## config.mk

```make
export PLATFORM = sky130hd
export DESIGN_NAME = regfile_operand_stage_flat
export DESIGN_NICKNAME = d
export VERILOG_FILES = /design/src/rtl/regfile_pkg.sv /design/src/rtl/regfile_operand_stage_if.sv /design/src/rtl/reg_scoreboard.sv /design/src/rtl/regfile_operand_stage.sv /design/src/flat_wrapper.sv
export SDC_FILE = /design/constraint.sdc
export NUM_CORES = 1
export LEC_CHECK = 0
export ABC_AREA = 0
export ABC_CLOCK_PERIOD_IN_PS = 4800
export CAP_MARGIN = 25
export CORE_ASPECT_RATIO = 0.6
export CORE_MARGIN = 3
export CORE_UTILIZATION = 35
export DETAILED_ROUTE_END_ITERATION = 10
export SYNTH_ARGS = -nofsm -noshare
export SYNTH_HDL_FRONTEND = slang
export SYNTH_SLANG_ARGS = --single-unit
```

## constraint.sdc

```tcl
create_clock -name clk -period 4.8 [get_ports clk]
set_input_delay 0.96 -clock clk [delete_from_list [all_inputs] [get_ports clk]]
set_output_delay 0.96 -clock clk [all_outputs]
set_load 0.05 [all_outputs]
```

## src/rtl/regfile_pkg.sv

```systemverilog
// Shared constants and typedefs for the register-file operand stage.
// Widths here are the defaults; parametrised instances size their own signals.
package regfile_pkg;

  localparam int unsigned DefaultWidth   = 16;
  localparam int unsigned DefaultNregs   = 8;
  localparam int unsigned DefaultAw      = $clog2(DefaultNregs);
  localparam bit          DefaultZeroReg = 1'b0;

  typedef struct packed {
    logic [DefaultAw-1:0] rs_a;
    logic [DefaultAw-1:0] rs_b;
    logic [DefaultAw-1:0] rd;
    logic                 wr_en;
  } req_t;

  typedef struct packed {
    logic [DefaultWidth-1:0] a;
    logic [DefaultWidth-1:0] b;
    logic [DefaultAw-1:0]    rd;
    logic                    wr_en;
  } out_t;

endpackage

```

## src/rtl/regfile_operand_stage_if.sv

```systemverilog
// Request, writeback and ALU-output bundle of the operand stage.
// The master side is decode/writeback/consumer; the slave side is the stage itself.
interface regfile_operand_stage_if #(
  parameter int unsigned WIDTH = regfile_pkg::DefaultWidth,
  parameter int unsigned AW    = regfile_pkg::DefaultAw
);

  logic             req_valid;
  logic             req_ready;
  logic [AW-1:0]    req_rs_a;
  logic [AW-1:0]    req_rs_b;
  logic [AW-1:0]    req_rd;
  logic             req_wr_en;

  logic             wb_valid;
  logic [AW-1:0]    wb_addr;
  logic [WIDTH-1:0] wb_data;

  logic             out_valid;
  logic             out_ready;
  logic [WIDTH-1:0] A;
  logic [WIDTH-1:0] B;
  logic [AW-1:0]    out_rd;
  logic             out_wr_en;

  modport master (
    output req_valid, req_rs_a, req_rs_b, req_rd, req_wr_en,
    output wb_valid, wb_addr, wb_data,
    output out_ready,
    input  req_ready, out_valid, A, B, out_rd, out_wr_en
  );

  modport slave (
    input  req_valid, req_rs_a, req_rs_b, req_rd, req_wr_en,
    input  wb_valid, wb_addr, wb_data,
    input  out_ready,
    output req_ready, out_valid, A, B, out_rd, out_wr_en
  );

endinterface

```

## src/rtl/reg_scoreboard.sv

```systemverilog
// Busy bit per register: set on issue of a writing instruction, cleared on writeback.
// A set and a clear of the same address in one cycle leaves the bit set.
module reg_scoreboard #(
  parameter int unsigned NREGS = regfile_pkg::DefaultNregs,
  parameter int unsigned AW    = $clog2(NREGS)
) (
  input  logic          clk,
  input  logic          reset,
  input  logic          set_en,
  input  logic [AW-1:0] set_addr,
  input  logic          clr_en,
  input  logic [AW-1:0] clr_addr,
  input  logic [AW-1:0] query_a,
  input  logic [AW-1:0] query_b,
  input  logic [AW-1:0] query_rd,
  output logic          busy_a,
  output logic          busy_b,
  output logic          busy_rd
);

  logic [NREGS-1:0] busy_d, busy_q;

  always_comb begin
    busy_d = busy_q;
    if (clr_en) busy_d[clr_addr] = 1'b0;
    if (set_en) busy_d[set_addr] = 1'b1;
  end

  always_ff @(posedge clk) begin
    if (reset) busy_q <= '0;
    else       busy_q <= busy_d;
  end

  assign busy_a  = busy_q[query_a];
  assign busy_b  = busy_q[query_b];
  assign busy_rd = busy_q[query_rd];

endmodule

```

## src/rtl/regfile_operand_stage.sv

```systemverilog
// Two-read register file with writeback forwarding, busy scoreboard and a
// single-entry valid/ready output register feeding the ALU.
module regfile_operand_stage
  import regfile_pkg::*;
#(
  parameter int unsigned WIDTH    = DefaultWidth,
  parameter int unsigned NREGS    = DefaultNregs,
  parameter int unsigned AW       = $clog2(NREGS),
  parameter bit          ZERO_REG = DefaultZeroReg
) (
  input logic                     clk,
  input logic                     reset,
  regfile_operand_stage_if.slave  bus
);

  logic [WIDTH-1:0] regs_q [NREGS];

  logic [WIDTH-1:0] a_q, b_q;
  logic [AW-1:0]    rd_q;
  logic             wr_en_q, out_valid_q;

  logic [WIDTH-1:0] src_a, src_b;
  logic             wb_hit_a, wb_hit_b, wb_hit_rd;
  logic             busy_a, busy_b, busy_rd;
  logic             src_a_rdy, src_b_rdy, dst_free, stage_free;
  logic             accept, set_en, wb_write;

  assign wb_hit_a  = bus.wb_valid && (bus.wb_addr == bus.req_rs_a);
  assign wb_hit_b  = bus.wb_valid && (bus.wb_addr == bus.req_rs_b);
  assign wb_hit_rd = bus.wb_valid && (bus.wb_addr == bus.req_rd);

  // Register 0 is hardwired when ZERO_REG: writes vanish and it never goes busy.
  assign wb_write = bus.wb_valid && !(ZERO_REG && (bus.wb_addr == '0));

  always_comb begin
    src_a = regs_q[bus.req_rs_a];
    if (wb_hit_a) src_a = bus.wb_data;
    if (ZERO_REG && (bus.req_rs_a == '0)) src_a = '0;
  end

  always_comb begin
    src_b = regs_q[bus.req_rs_b];
    if (wb_hit_b) src_b = bus.wb_data;
    if (ZERO_REG && (bus.req_rs_b == '0)) src_b = '0;
  end

  assign src_a_rdy  = !busy_a || wb_hit_a;
  assign src_b_rdy  = !busy_b || wb_hit_b;
  assign dst_free   = !bus.req_wr_en || !busy_rd || wb_hit_rd;
  assign stage_free = !out_valid_q || bus.out_ready;

  assign bus.req_ready = stage_free && src_a_rdy && src_b_rdy && dst_free;
  assign accept        = bus.req_valid && bus.req_ready;
  assign set_en        = accept && bus.req_wr_en && !(ZERO_REG && (bus.req_rd == '0));

  reg_scoreboard #(
    .NREGS (NREGS),
    .AW    (AW)
  ) u_scoreboard (
    .clk      (clk),
    .reset    (reset),
    .set_en   (set_en),
    .set_addr (bus.req_rd),
    .clr_en   (bus.wb_valid),
    .clr_addr (bus.wb_addr),
    .query_a  (bus.req_rs_a),
    .query_b  (bus.req_rs_b),
    .query_rd (bus.req_rd),
    .busy_a   (busy_a),
    .busy_b   (busy_b),
    .busy_rd  (busy_rd)
  );

  always_ff @(posedge clk) begin
    if (reset) begin
      for (int unsigned i = 0; i < NREGS; i++) regs_q[i] <= '0;
    end else if (wb_write) begin
      regs_q[bus.wb_addr] <= bus.wb_data;
    end
  end

  always_ff @(posedge clk) begin
    if (reset) begin
      out_valid_q <= 1'b0;
      a_q         <= '0;
      b_q         <= '0;
      rd_q        <= '0;
      wr_en_q     <= 1'b0;
    end else if (accept) begin
      out_valid_q <= 1'b1;
      a_q         <= src_a;
      b_q         <= src_b;
      rd_q        <= bus.req_rd;
      wr_en_q     <= bus.req_wr_en;
    end else if (bus.out_ready) begin
      out_valid_q <= 1'b0;
    end
  end

  assign bus.out_valid = out_valid_q;
  assign bus.A         = a_q;
  assign bus.B         = b_q;
  assign bus.out_rd    = rd_q;
  assign bus.out_wr_en = wr_en_q;

endmodule
```

## src/flat_wrapper.sv

```systemverilog
// flat-port wrapper written by rule: the top's interface ports become plain ports
module regfile_operand_stage_flat import regfile_pkg::*;
#(
  parameter int unsigned WIDTH    = DefaultWidth,
  parameter int unsigned NREGS    = DefaultNregs,
  parameter int unsigned AW       = $clog2(NREGS),
  parameter bit          ZERO_REG = DefaultZeroReg
)
  (clk, reset, bus_req_valid, bus_req_rs_a, bus_req_rs_b, bus_req_rd, bus_req_wr_en, bus_wb_valid, bus_wb_addr, bus_wb_data, bus_out_ready, bus_req_ready, bus_out_valid, bus_A, bus_B, bus_out_rd, bus_out_wr_en);
  regfile_operand_stage_if #(.WIDTH(WIDTH), .AW(AW)) bus_i ();
  input logic clk;
  input logic reset;
  input wire logic [$bits(bus_i.req_valid)-1:0] bus_req_valid;
  input wire logic [$bits(bus_i.req_rs_a)-1:0] bus_req_rs_a;
  input wire logic [$bits(bus_i.req_rs_b)-1:0] bus_req_rs_b;
  input wire logic [$bits(bus_i.req_rd)-1:0] bus_req_rd;
  input wire logic [$bits(bus_i.req_wr_en)-1:0] bus_req_wr_en;
  input wire logic [$bits(bus_i.wb_valid)-1:0] bus_wb_valid;
  input wire logic [$bits(bus_i.wb_addr)-1:0] bus_wb_addr;
  input wire logic [$bits(bus_i.wb_data)-1:0] bus_wb_data;
  input wire logic [$bits(bus_i.out_ready)-1:0] bus_out_ready;
  output wire logic [$bits(bus_i.req_ready)-1:0] bus_req_ready;
  output wire logic [$bits(bus_i.out_valid)-1:0] bus_out_valid;
  output wire logic [$bits(bus_i.A)-1:0] bus_A;
  output wire logic [$bits(bus_i.B)-1:0] bus_B;
  output wire logic [$bits(bus_i.out_rd)-1:0] bus_out_rd;
  output wire logic [$bits(bus_i.out_wr_en)-1:0] bus_out_wr_en;
  assign bus_i.req_valid = bus_req_valid;
  assign bus_i.req_rs_a = bus_req_rs_a;
  assign bus_i.req_rs_b = bus_req_rs_b;
  assign bus_i.req_rd = bus_req_rd;
  assign bus_i.req_wr_en = bus_req_wr_en;
  assign bus_i.wb_valid = bus_wb_valid;
  assign bus_i.wb_addr = bus_wb_addr;
  assign bus_i.wb_data = bus_wb_data;
  assign bus_i.out_ready = bus_out_ready;
  assign bus_req_ready = bus_i.req_ready;
  assign bus_out_valid = bus_i.out_valid;
  assign bus_A = bus_i.A;
  assign bus_B = bus_i.B;
  assign bus_out_rd = bus_i.out_rd;
  assign bus_out_wr_en = bus_i.out_wr_en;
  regfile_operand_stage #(.WIDTH(WIDTH), .NREGS(NREGS), .AW(AW), .ZERO_REG(ZERO_REG)) u_core (.clk(clk), .reset(reset), .bus(bus_i));
endmodule
```

==> results.yml <==
layout:
  stdcell_area_um2: 11000
  fillers: 2360
  num_antenna_cells: 0
  layout-drive-gt1-share_pct: 17.5
  area_delta_synth_final_pct: 17.4
  nets: 787
  post-route-util_pct: 42.6
yosys:
  synth_top_family_by_area: "multiplexers"
  synth_xor_area_share_pct: 0.920
  synth.distinct_cells: 41
  syn_inst: 702
  syn_avg_cell_area_um2: 13.4
  yosys_warnings: 0
  ys_seq_elements: 173
  synthMuxAreaShare_pct: 23.6
  syn-cell-area_um2: 9390
  synthSimpleGateAreaFrac_pct: 16.1
  seq_area_frac_synth_pct: 50.5
  synth_compound_area_share_pct: 4.78
  synth_nets: 736
  yosys.area_share.adder_pct: 0
worst_setup_path:
  critPathRequiredTime_ps: 3840
  cp_num_buf_inv: 2
  cpLargestDelayFamily: "buffers and inverters"
  crit_path_max_incr_delay_ps: 1010
  start_kind: "input pin"
  path_class: "in2out"
  cp-end-kind: "output port"
  crit_slowest_cell: "clkdlybuf4s50_1"
  worst_ep_arrival_time_ps: 2900
  crit_path_max_fanout: 11
  path_cells: "clkdlybuf4s50_1 > xnor2_2 > nand4_2 > o2111ai_2 > and4_1 > buf_12"
  rrSetupSlack_ps: 2520
power:
  p_switching_mw: 1.05
  p_int_mw: 2.81
  cellLeakagePower_nw: 4.02
  powerDensity_nw_per_um2: 350
  comb_power_share_pct: 16.6
  peakVddDrop_v: 0.000183
  p_sw_share_pct: 27.3
  seq_power_share_pct: 45.6
  pwr-share-clk_pct: 37.8
  power.total_mw: 3.86
job:
  cap_violations: 0
floorplan:
  ios: 72
  fp.dieW_um: 217
  num_rows: 45
  die_h_um: 133
  start_util_pct: 36.3
  design.core.area_um2: 25800
  dieArea_um2: 28900
global_route:
  grt_pass1_wl_um: 38400
  busiest_layer: "met1"
  grt_start_max_net_pins: 73
  met2_usage_pct: 23.6
  grt_pass1_vias: 5689
  grt_usage_pct: 18.0
  antenna_found_initial: 0
  met3_usage_pct: 5.28
  gr-total-overflow: 0
  grt_util_met1_pct: 28.9
clock_network:
  htreeDepth: 4
  cts_buffer_depth: 2
  post-cts-setup-buffer-count: 0
  cts.clk_slew.worst_paths_ps: 70
  clock_latency_ps: 440
  cts_root_buffer: "clkbuf_16"
  cts.sinks: 173
  cts_resized: 0
  cts_tree: "built"
  cts_made_buffers: 17
  hold_buffers: 0
timing:
  maxSlewViolCount: 0
  worst_pin_slew_ps: 961
  timing.fmax_mhz: 259
  totalNegativeSetupSlack_ps: 0
  relSlewSlack_pct: 35.9
  setup_viol: 0
  finalClockSkew_ps: 9.20
  period_needed_ps: 3860
  hold_violations: 0
  rsz0062_at_grt: "no"
  period_share_pct: 80.4
run_status:
  outcome: "finished clean"
detailed_routing:
  finalWirelength_um: 25600
  ant_nets: 0
  drt_first_pass_iters: 5
  drt-initial-drc-count: 612
  drc: 0
  vias_per_cell: 5.37
  wl_per_cell_um: 22.9
  vias: 6008
placed_design:
  routabilityCongestion: 0.848
  port_buffers: 71
  post_dp_cell_area_um2: 10400
  post-dp-hpwl_um: 16800
hold_path:
  hp-class: "reg2reg"
[power by group through the flow]
| stage | combinational, mW | clock (mW) | sequential (mW) |
|---|---|---|---|
| floorplan | 0.340 | 0 | 1.86 |
| global placement | 0.628 | 0 | 1.79 |
| detailed placement | 0.629 | 0 | 1.79 |
| CTS | 0.632 | 1.48 | 1.76 |
| global route | 0.676 | 1.53 | 1.77 |
| finish | 0.639 | 1.46 | 1.76 |
[layer usage]
| layer | part of all wire [%] | vias to the layer above |
|---|---|---|
| met5 | 0 | - |
| met4 | 0.95 | 0 |
| met3 | 7.9 | 18 |
| met2 | 39 | 230 |
| met1 | 52 | 3014 |
| li1 | - | 2746 |
[final cells by class]
class	instances	area, um2	share of cell area [%]
clock buffer	17	425	3.86
timing repair buffer	92	906	8.22
clock inverter	15	188	1.70
tap	352	440	4.00
inverter	12	45.0	0.409
multi-input combinational	457	4270	38.8
sequential	173	4740	43.0
[cell usage after synthesis, drive strengths merged]
| cell type | n | area share (%) |
|---|---|---|
| a211o | 32 | 3.0 |
| a21o | 2 | 0.16 |
| a21oi | 2 | 0.11 |
| a22oi | 2 | 0.16 |
| a31o | 2 | 0.19 |
| a31oi | 3 | 0.20 |
| and2 | 129 | 8.6 |
| and4 | 1 | 0.093 |
| buf | 27 | 2.2 |
| clkbuf | 33 | 1.3 |
| dfxtp | 45 | 9.6 |
| edfxtp | 128 | 41 |
| inv | 12 | 0.48 |
| mux2i | 73 | 7.8 |
| mux4 | 66 | 16 |
| nand2 | 12 | 0.48 |
| nand2b | 45 | 3.0 |
| nand3 | 1 | 0.053 |
| nand4 | 4 | 0.40 |
| nand4b | 1 | 0.093 |
| nor2 | 10 | 0.40 |
| nor2b | 4 | 0.27 |
| nor3 | 34 | 1.8 |
| o2111ai | 3 | 0.35 |
| o211ai | 1 | 0.080 |
| o21ai | 4 | 0.21 |
| o21bai | 1 | 0.080 |
| o22ai | 4 | 0.27 |
| or2 | 4 | 0.27 |
| or3 | 2 | 0.13 |
| or4 | 4 | 0.32 |
| or4b | 2 | 0.21 |
| xnor2 | 9 | 0.92 |
[registers in the layout, indices dropped and copies added, names as in the netlist]
| signal | count |
|---|---|
| u_core.bus.out_rd | 3 |
| u_core.u_scoreboard.busy_q | 8 |
| u_core.regs_q | 128 |
| u_core.bus.B | 16 |
| u_core.bus.out_valid | 1 |
| u_core.bus.A | 16 |
| u_core.bus.out_wr_en | 1 |
[cells in the final DEF, fill, tap and decap left out, types with 3 or more instances in the layout]
cell / n
a211o_1: 32
a31oi_1: 3
and2_1: 129
buf_4: 20
bufinv_16: 3
clkbuf_16: 17
clkdlybuf4s50_1: 67
clkinv_4: 4
clkinvlp_4: 4
dfxtp_1: 45
edfxtp_1: 128
inv_1: 12
mux2i_1: 73
mux4_2: 66
nand2_1: 12
nand2b_1: 45
nor2_1: 9
nor2b_1: 4
nor3_1: 34
o21ai_0: 4
o22ai_1: 4
or4_1: 4
xnor2_1: 8
[final timing paths]
| path | end | from | depth (start not counted) |
|---|---|---|---|
| worst max-delay path | bus_req_ready | bus_req_rs_a[2] | 6 |
| worst min-delay path | u_core.bus.out_rd[2] | u_core.bus.out_rd[2] | 2 |
| worst max register to register | u_core.bus.A[2] | u_core.u_scoreboard.busy_q[7] | 5 |
| worst min register to register | u_core.bus.out_rd[2] | u_core.bus.out_rd[2] | 2 |
[worst min-delay path, cell delays in order, from the launching register on]
cell,delay (ps)
dfxtp_1,310
nand2b_1,60
mux2i_1,60
[cell families (layout without fill, tap and decap cells)]
family                    after synthesis  count (layout)
AOI/OAI and AO/OA                      56              56
xor gates and xnor gates                9               9
buffers and inverters                  72             136
DFF                                   173             173
muxes                                 139             139
and+or+nand+nor                       253             253
[metrics by stage]
step / hold slack, ps / instances / worst slack [ps]
after global routing: 502 / 1118 / 848
after detailed placement: 466 / 1084 / 943
final: 472 / 1118 / 943
after global placement: 464 / 1084 / 967
after CTS: 478 / 1116 / 949
after floorplan: 457 / 702 / 1550
(Power assumes the default switching activity.)
==> edit, RTL diff (same settings) <==
Make the reset (`reset`) asynchronous in 3 clocked blocks.
--- a/src/rtl/reg_scoreboard.sv
+++ b/src/rtl/reg_scoreboard.sv
@@ -28,3 +28,3 @@
 
-  always_ff @(posedge clk) begin
+  always_ff @(posedge clk or posedge reset) begin
     if (reset) busy_q <= '0;
--- a/src/rtl/regfile_operand_stage.sv
+++ b/src/rtl/regfile_operand_stage.sv
@@ -73,3 +73,3 @@
 
-  always_ff @(posedge clk) begin
+  always_ff @(posedge clk or posedge reset) begin
     if (reset) begin
@@ -81,3 +81,3 @@
 
-  always_ff @(posedge clk) begin
+  always_ff @(posedge clk or posedge reset) begin
     if (reset) begin
Formal check against the unedited RTL: differs if reset is asserted again (counterexample within 4 cycles, from zero or initial values and one cycle with reset high); with reset held inactive, the same outputs for 4 cycles.
==> edit against the original RTL <==
Global-route usage down 0.88 points. Area after synthesis decreased by 2.8%. Via count fell by 5.8%. Final area shrank 2.2%. Critical path depth unchanged. Sequential cell count stayed put. Setup slack gained 0.015 ns. Routed wire length is 9.4% lower. Largest cell class is now multi-input combinational cells. Highest routed layer unchanged.
Power is not compared: it rests on default switching activity, and its combinational part moved more than twofold at a synthesized area within 25%.
==> edit: results (changes against the original RTL) <==
crit-path max FO -> 10 (was 11)
Mean Syn Cell Area -> 14.6 um^2 (was 13.4 um^2)
first-pass GRT wire length -> 36.4 mm (was 38.4 mm)
hold-critical path depth -> 1 (was 2)
fin crit share -> 80.0% (was 80.4%)
drt total wl -> 23.2 mm (was 25.6 mm)
Post-synth top cells -> 173 x dfrtp_1, 134 x mux2_2, 68 x mux4_2 (was 129 x and2_1, 128 x edfxtp_1, 73 x mux2i_1)
routed wire length per instance -> 22.3 um (was 22.9 um)
FF-to-FF path depth -> 6 (was 5)
CP peak stage delay -> 0.75 ns (was 1.01 ns)
r2r setup slk -> 2.21 ns (was 2.52 ns)
hold_sp -> u_core.bus.B[1] (was u_core.bus.out_rd[2])
Place WS -> 0.980 ns (was 0.943 ns)
status -> completed (unchanged)
Final nets -> 710 (was 787)
gpl congestion -> 0.779 (was 0.848)
async set-or-reset flop fraction in the synthesized netlist -> 100% (was 0%)
FF-to-FF Start -> u_core.u_scoreboard.busy_q[6] (was u_core.u_scoreboard.busy_q[7])
Slew HR -> 52.3% (was 35.9%)
top cells by area, synth -> dfrtp_1 47%, mux4_2 17%, mux2_2 17% (was edfxtp_1 41%, mux4_2 16%, dfxtp_1 9.6%)
CP Launch Point -> bus_req_rd[0] (was bus_req_rs_a[2])
post-synthesis mux area share -> 40.9% (was 23.6%)
Synth cell types -> 34 (was 41)
placed inst area -> 0.0101 mm^2 (was 0.0104 mm^2)
RR Endpoint -> u_core.bus.B[4] (was u_core.bus.A[2])
vias in the first global route -> 6050 (was 5689)
Fin Hold WS -> 0.496 ns (was 0.472 ns)
post-synthesis sequential area ratio -> 47.4% (was 50.5%)
max FFs per register -> 128 (unchanged)
total track usage -> 17.1% (was 18.0%)
layout cell share with drive strength beyond 1 -> 38.5% (was 17.5%)
Arr. time, crit path -> 2.88 ns (was 2.90 ns)
Post-CTS Setup Bufs -> 0 (unchanged)
-- edit: final cells by class --
cell class	count	area, um^2
fill	2339	14700
multi-input combinational	389	4460
sequential	173	4330
timing repair buffer	91	901
clock buffer	22	464
tap	352	440
clock inverter	9	161
inverter	4	18.8
-- edit: worst max-delay path: cells and delay by family --
kind / cells / cell delay [ns]
AND/OR/NAND/NOR: 2 / 0.56
buffers and inverters: 2 / 0.90
AO/OA/AOI/OAI: 2 / 0.46
-- edit: layer usage --
metal  GRT usage (%)  wire [um]  vias to the layer above
met5               0          0                        -
met4            3.95        319                        0
met3            4.38       1020                       29
met2            27.3      10600                      150
met1            24.0      11200                     3021
li1                -          -                     2457
-- edit: power by group through the flow --
stage	Combinational, uW	Sequential, uW	Clock, uW
2_1_floorplan	887	2630	0
3_3_place_gp	1940	2120	0
3_5_place_dp	1980	2170	0
4_1_cts	1980	2140	1530
5_1_grt	2080	2190	1590
6_report	1960	2140	1480
